===== config.mk =====
export PLATFORM = sky130hd
export DESIGN_NAME = apb_master_ctrl
export DESIGN_NICKNAME = d
export VERILOG_FILES = /design/src/rtl/apb_master_ctrl.sv
export SDC_FILE = /design/constraint.sdc
export NUM_CORES = 1
export LEC_CHECK = 0
export CAP_MARGIN = 20
export CORE_UTILIZATION = 44
export DETAILED_ROUTE_END_ITERATION = 8
export HOLD_SLACK_MARGIN = 0.05
export PLACE_DENSITY = 0.86
export SETUP_SLACK_MARGIN = 0.5
export SLEW_MARGIN = 25
export SYNTH_ARGS = -nofsm -noshare
export SYNTH_HDL_FRONTEND = slang
export SYNTH_SLANG_ARGS = --single-unit

===== constraint.sdc =====
create_clock -name clk -period 7.75 [get_ports clk]
set_input_delay 1.9375 -clock clk [delete_from_list [all_inputs] [get_ports clk]]
set_output_delay 1.9375 -clock clk [all_outputs]
set_load 0.01 [all_outputs]

===== src/rtl/apb_master_ctrl.sv =====
// rtl/apb_master_ctrl.sv - drains the write-posting FIFO into APB write transfers
// Optional watchdog: define APB_TIMEOUT_EN to abort ACCESS phases stalled by a silent slave.
module apb_master_ctrl #(
    parameter int AHB_AW         = 32,
    parameter int AHB_DW         = 32,
    parameter int TIMEOUT_CYCLES = 16
) (
    input  logic                  clk,
    input  logic                  rst,
    input  logic [AHB_AW-1:0]     i_haddr,
    input  logic [AHB_DW-1:0]     i_hwdata,
    input  logic [2:0]            i_hsize,
    input  logic                  i_fifo_empty,
    output logic                  o_read,
    output logic [AHB_AW-1:0]     o_paddr,
    output logic [AHB_DW-1:0]     o_pwdata,
    output logic [AHB_DW/8-1:0]   o_pstrb,
    output logic                  o_pwrite,
    output logic                  o_psel,
    output logic                  o_penable,
    input  logic                  i_pready,
    input  logic                  i_pslverr,
    output logic                  o_err,
    output logic                  o_timeout,
    output logic [7:0]            o_err_cnt,
    output logic                  o_busy
);

    localparam int SW = AHB_DW / 8;
    localparam int LW = $clog2(SW);

    typedef enum logic [1:0] {
        IDLE,
        SETUP,
        ACCESS
    } state_t;

    state_t             state;
    state_t             state_nx;
    logic [AHB_AW-1:0]  paddr_q;
    logic [AHB_DW-1:0]  pwdata_q;
    logic [SW-1:0]      pstrb_q;
    logic               err_q;
    logic               timeout_q;
    logic [7:0]         err_cnt_q;
    logic               abort;
    logic               done;
    logic               xfer_err;
    logic               read;

    // Byte lanes covered by an access of 2^size bytes, aligned down to its natural boundary;
    // sizes wider than the bus light every lane.
    function automatic logic [SW-1:0] strobe_of(input logic [AHB_AW-1:0] addr,
                                                input logic [2:0] size);
        int n;
        int off;
        logic [SW-1:0] s;
        n   = (int'(size) > LW) ? LW : int'(size);
        off = int'(addr & AHB_AW'(SW - 1));
        off = (off >> n) << n;
        s   = '0;
        for (int i = 0; i < SW; i++) begin
            s[i] = (i >= off) && (i < off + (1 << n));
        end
        return s;
    endfunction

`ifdef APB_TIMEOUT_EN
    localparam int TW = $clog2(TIMEOUT_CYCLES);

    logic [TW-1:0] wd_cnt;

    // A stalled ACCESS aborts on its TIMEOUT_CYCLES-th cycle unless PREADY shows up then.
    assign abort = (state == ACCESS) && !i_pready && (wd_cnt == TW'(TIMEOUT_CYCLES - 1));

    // Watchdog counts wait cycles of the current ACCESS phase; any other state clears it.
    always_ff @(posedge clk) begin
        if (rst || state != ACCESS) begin
            wd_cnt <= '0;
        end else if (!i_pready) begin
            wd_cnt <= wd_cnt + 1'b1;
        end
    end
`else
    logic unused_timeout_cfg;

    assign abort              = 1'b0;
    assign unused_timeout_cfg = TIMEOUT_CYCLES[0];
`endif

    assign done     = (state == ACCESS) && (i_pready || abort);
    assign xfer_err = i_pready ? i_pslverr : abort;
    assign read     = !rst && !i_fifo_empty && ((state == IDLE) || done);

    // Next-state: pop from IDLE or straight out of a completing ACCESS for back-to-back writes.
    always_comb begin
        state_nx = state;
        case (state)
            IDLE:    if (read) state_nx = SETUP;
            SETUP:   state_nx = ACCESS;
            ACCESS:  if (done) state_nx = read ? SETUP : IDLE;
            default: state_nx = IDLE;
        endcase
    end

    // State register.
    always_ff @(posedge clk) begin
        if (rst) begin
            state <= IDLE;
        end else begin
            state <= state_nx;
        end
    end

    // APB address/data/strobe are captured on the pop and held for the whole transfer.
    always_ff @(posedge clk) begin
        if (rst) begin
            paddr_q  <= '0;
            pwdata_q <= '0;
            pstrb_q  <= '0;
        end else if (read) begin
            paddr_q  <= i_haddr;
            pwdata_q <= i_hwdata;
            pstrb_q  <= strobe_of(i_haddr, i_hsize);
        end
    end

    // Error reporting: one-cycle pulses after the completing cycle, saturating error count.
    always_ff @(posedge clk) begin
        if (rst) begin
            err_q     <= 1'b0;
            timeout_q <= 1'b0;
            err_cnt_q <= '0;
        end else begin
            err_q     <= done && xfer_err;
            timeout_q <= abort;
            if (done && xfer_err && err_cnt_q != 8'hFF) begin
                err_cnt_q <= err_cnt_q + 8'd1;
            end
        end
    end

    assign o_read    = read;
    assign o_paddr   = paddr_q;
    assign o_pwdata  = pwdata_q;
    assign o_pstrb   = pstrb_q;
    assign o_pwrite  = 1'b1;
    assign o_psel    = (state != IDLE);
    assign o_penable = (state == ACCESS);
    assign o_busy    = (state != IDLE);
    assign o_err     = err_q;
    assign o_timeout = timeout_q;
    assign o_err_cnt = err_cnt_q;

endmodule

# [Word level (Yosys, flattened, before mapping)]
# Cells that the tools add are included.
[op_classes] n_div=0 mul=0 n_shift=3 addsub=2 n_reduce_logical=15 n_mux=6 n_eq_ne=5 bitwise_logic=0 n_lt_le_gt_ge=9
[ops] operator="$ge 3x32->1 const A" count=2
[ops] operator="$lt 3x32->1 const A" count=2
[ops] operator="$add 32x32->32" count=1
[ops] operator="$ge 1x32->1 const A" count=1
[ops] operator="$ge 2x32->1 const A" count=1
[ops] operator="$lt 1x32->1 const A" count=1
[ops] operator="$lt 2x32->1 const A" count=1
[ops] operator="$shl 1x3->32 const A" count=1
[ops] operator="$shl 32x3->32" count=1
[ops] operator="$shr 2x3->32" count=1
[ops] operator="$logic_and 1x1->1" count=9
[ops] operator="$add 8x1->8 const B" count=1
[ops] operator="$ne 8x8->1 const B" count=1
[ops] operator="$pmux 2 s3" count=1
[ops] operator="$mux 2" count=2
[ops] operator="$gt 3x2->1 const B" count=1
[ops] operator="$mux 3" count=1
[ops] operator="$eq 2x1->1 const B" count=1
[ops] operator="$eq 2x2->1 const B" count=1
[ops] operator="$logic_not 1->1" count=2
[ops] operator="$logic_not 2->1" count=1
[ops] operator="$mux 1" count=2
[ops] operator="$ne 2x1->1 const B" count=1
[ops] operator="$ne 2x2->1 const B" count=1
[ops] operator="3 further kinds" count=3
[totals] latch_bits=0 register_bits=79 mem_bits_ro=0 output_inout_bits=83 ram_bits=0 wordCells=46 in_bits=72 memories=0

# [Longest topological paths before layout]
[logic_depth] word_depth=7 depth_mapped=9 mapped_depth_nobuf=9

# [Worst setup path before layout]
# No wires, ideal clock.
[synth_path] path_type="input to output" from="in i_fifo_empty" to="out o_read" arrival_ns=2.848 setup_slack_ns=2.965 stages=3 required_ns=5.812 path_buffers=1 cell_sequence="or4_4 inv_1 clkbuf_1"
[synth_via] elab_chain_len=3
[synth_lines] item="start: declaration" line_no="13" source="input logic i_fifo_empty,"
[synth_lines] item="$logic_not 1->1" line_no="93" source="assign read = !rst && !i_fifo_empty && ((state == IDLE) || done);"
[synth_lines] item="$logic_and 1x1->1 (2 in a row)" line_no="93"
[synth_lines] item="end: declaration" line_no="14" source="output logic o_read,"
# Every way passes these cells.

# [Worst setup path in the final report]
[layout_path] from="in i_pready" to="out o_read"
[layout_via] elab_chain_len=3
[layout_lines] item="start: declaration" line_no="21" source="input logic i_pready,"
[layout_lines] item="$logic_and 1x1->1" line_no="91" source="assign done = (state == ACCESS) && (i_pready || abort);"
[layout_lines] item="$logic_or 1x1->1" line_no="93"
[layout_lines] item="$logic_and 1x1->1" line_no="93"
# Every way passes these cells.

==> results.cfg <==
[outcome]
outcome = finished, final reports clean

[global_routing]
antenna_found_initial = 0
grt_pass1_wl_mm = 13.4
grt-ovfl-total = 0
grt_max_degree = 76
grt_usage = 0.219
grt_pass1_vias = 2937

[synthesis]
synthCells = 397
synth.area.top_cells = dfxtp_1 48%, nand2_1 15%, nand3b_1 14%
synthMostInstantiatedCell = nand2_1
yosys_most_used_dff = dfxtp_1
ys_types = 42
synth-async-reset-ratio = 0
avgSynthCellArea_um2 = 8.38
synth_warnings = 0
synth.cells.most_frequent = 134 x nand2_1, 79 x dfxtp_1, 60 x nand3b_1
yosysSeqAreaShare = 0.475
ys_seq_elements = 79
yosys.area.top_type = dfxtp_1
synth-edff-count = 0
synth.top_cell.area_share = 0.475
syn-cell-area_mm2 = 0.00333

[power]
internal-power_uw = 666
clkPwrFrac = 0.296
combPwrFrac = 0.202
switching_share = 0.258
seqPwrFrac = 0.502
total_power_uw = 897
p_leak_uw = 0.00218
p_sw_uw = 231
peakVddDrop_uv = 128
power_density_mw_per_mm2 = 177

[layout]
area_delta_synth_final_pct = 52.3
layout-drive-gt1-share = 0.0453
nets = 629
fin_area_mm2 = 0.00507
antennaDiodeCount = 0

[timing]
setup_violations = 0
max_freq_ghz = 0.169
max-slew-margin-rel = 0.498
worstMarginPinSlew_ns = 0.754
fin_worst_skew_ns = 0.00951
finalMaxSlewViolations = 0
final_hold_viol_count = 0
fin_crit_ns = 5.91
tns_ns = 0
setup_ws_ns = 1.84
finalCritPeriodShare = 0.763
grt_setup_unrepaired = false

[placed_design]
postPlaceCellArea_mm2 = 0.00489
gp_congestion = 0.792
port_buffers = 152
dpl_worst_slack_ns = 1.86
place_hpwl_mm = 6.21

[cts]
cts_tree = yes
ctsResizeCount = 0
htree_levels = 3
cts_sinks = 79
cts_setup_buffers = 0
clock_path_buffers = 2
clk_latency_ns = 0.33
clkTransAtPathRegs_ns = 0.07
cts_root_buffer = clkbuf_8
cts_hold_buf = 0
cts_made_buffers = 9

[flow_run]
drv_cap = 0

[floorplan]
die_w_um = 89.0
start_util = 0.456
pin_count = 155
num_rows = 31
die_y_um = 89.0
dieArea_mm2 = 0.00792
core_area_mm2 = 0.00729

[detailed_routing]
routedWlPerCell_um = 13.3
avgViaCountPerCell = 4.88
final_antenna_net_count = 0
detail_route.drc_violations = 0
num_vias = 3180
postRouteWirelength_mm = 8.65
first_iter_violations = 141
dr.pass1.iters = 6

[setup_path]
arrival_ns = 3.98
critPathCaptureType = output port
setup.worst_path.class = input port to output port
critPathSlowestCell = or4_4
path_max_fanout = 75
rr_startpoint = state[1]
crit_top_cell = clkdlybuf4s50_1
cp_cell_sequence = clkdlybuf4s50_1 -> nor2b_1 -> or4_4 -> inv_2 -> clkdlybuf4s50_1
cp_slowest_stage_delay_ns = 0.74
startpoint_type = input port
required_ns = 5.81
startpoint = i_pready

[min_path]
hp-start = o_pwdata[24]
hold_path_class = flop to flop
-- path summary, 6_finish.rpt --
kind / to / slack, ns / cells after the start
setup / recovery: o_read / 1.84 / 5
setup reg to reg: o_pstrb[2] / 5.43 / 5
hold / removal: o_pwdata[24] / 0.45 / 2
hold reg to reg: o_pwdata[24] / 0.45 / 2
-- power groups by stage --
stage	clock (µW)	sequential, µW	combinational (µW)
after floorplan	0	471	63.1
after global placement	0	458	176
after detailed placement	0	459	179
after CTS	274	450	180
after global routing	294	454	196
final	266	450	181
-- cells in the final DEF (no fill, tap or decap), types with 2 or more instances in the layout --
cell and n:
clkbuf_8 10, clkbuf_1 2, o211ai_1 3, mux2i_1 3, o21ai_0 6, xor2_1 2
conb_1 12, buf_4 2, ha_1 9, nor2_1 12, a31oi_1 2, nor2b_1 3
nand3b_1 60, xnor2_1 5, nor3_1 5, nand3_1 10, clkinvlp_4 2, or3_1 2
clkdlybuf4s50_1 151, inv_1 7, a21oi_1 9, dfxtp_1 79, nand2_1 134
-- registers in the layout, indices dropped and copies added, names as in the netlist --
register,flops
o_pstrb,4
o_err_cnt,8
o_paddr,32
o_pwdata,32
o_err,1
state,2
-- kinds of logic (layout without fill, tap and decap cells) --
group,after synthesis,after routing,share of synthesized area
AOI/OAI and AO/OA,24,24,0.0444
xor gates and xnor gates,7,7,0.0184
adders and majority gates,10,10,0.0399
buffers and inverters,34,179,0.0481
DFF,79,79,0.475
muxes,4,4,0.0124
other,2,12,0.00226
and+or+nand+nor,237,237,0.359
-- layer usage --
| metal | vias to the layer above | global-route usage | wire, µm |
|---|---|---|---|
| li1 | 1588 | - | - |
| met4 | 0 | 0.0938 | 195 |
| met2 | 103 | 0.394 | 4450 |
| met5 | - | 0 | 0 |
| met1 | 1473 | 0.249 | 3560 |
| met3 | 16 | 0.0508 | 451 |
-- critical path, delay by kind of cell --
| family | cells | cell delay, ns |
|---|---|---|
| buffers and inverters | 3 | 1.19 |
| and+or+nand+nor | 2 | 0.79 |
-- area by class of cell --
type / count / area (µm²)
fillers: 626 / 2220
multi-input cells: 294 / 1620
flip-flops and latches: 79 / 1580
repair buffers: 154 / 1530
clock buffers: 12 / 145
well taps: 99 / 124
inverters: 9 / 33.8
clock inverters: 4 / 28.8
-- stage by stage --
stage               instances  hold WS (ns)   util
finish                    651         0.452  0.695
global route              651         0.471  0.695
CTS                       651         0.457  0.695
global placement          635         0.441  0.671
floorplan                 407         0.478      -
detailed placement        635         0.446  0.671
No activity file was read; power rests on OpenSTA's default activity.
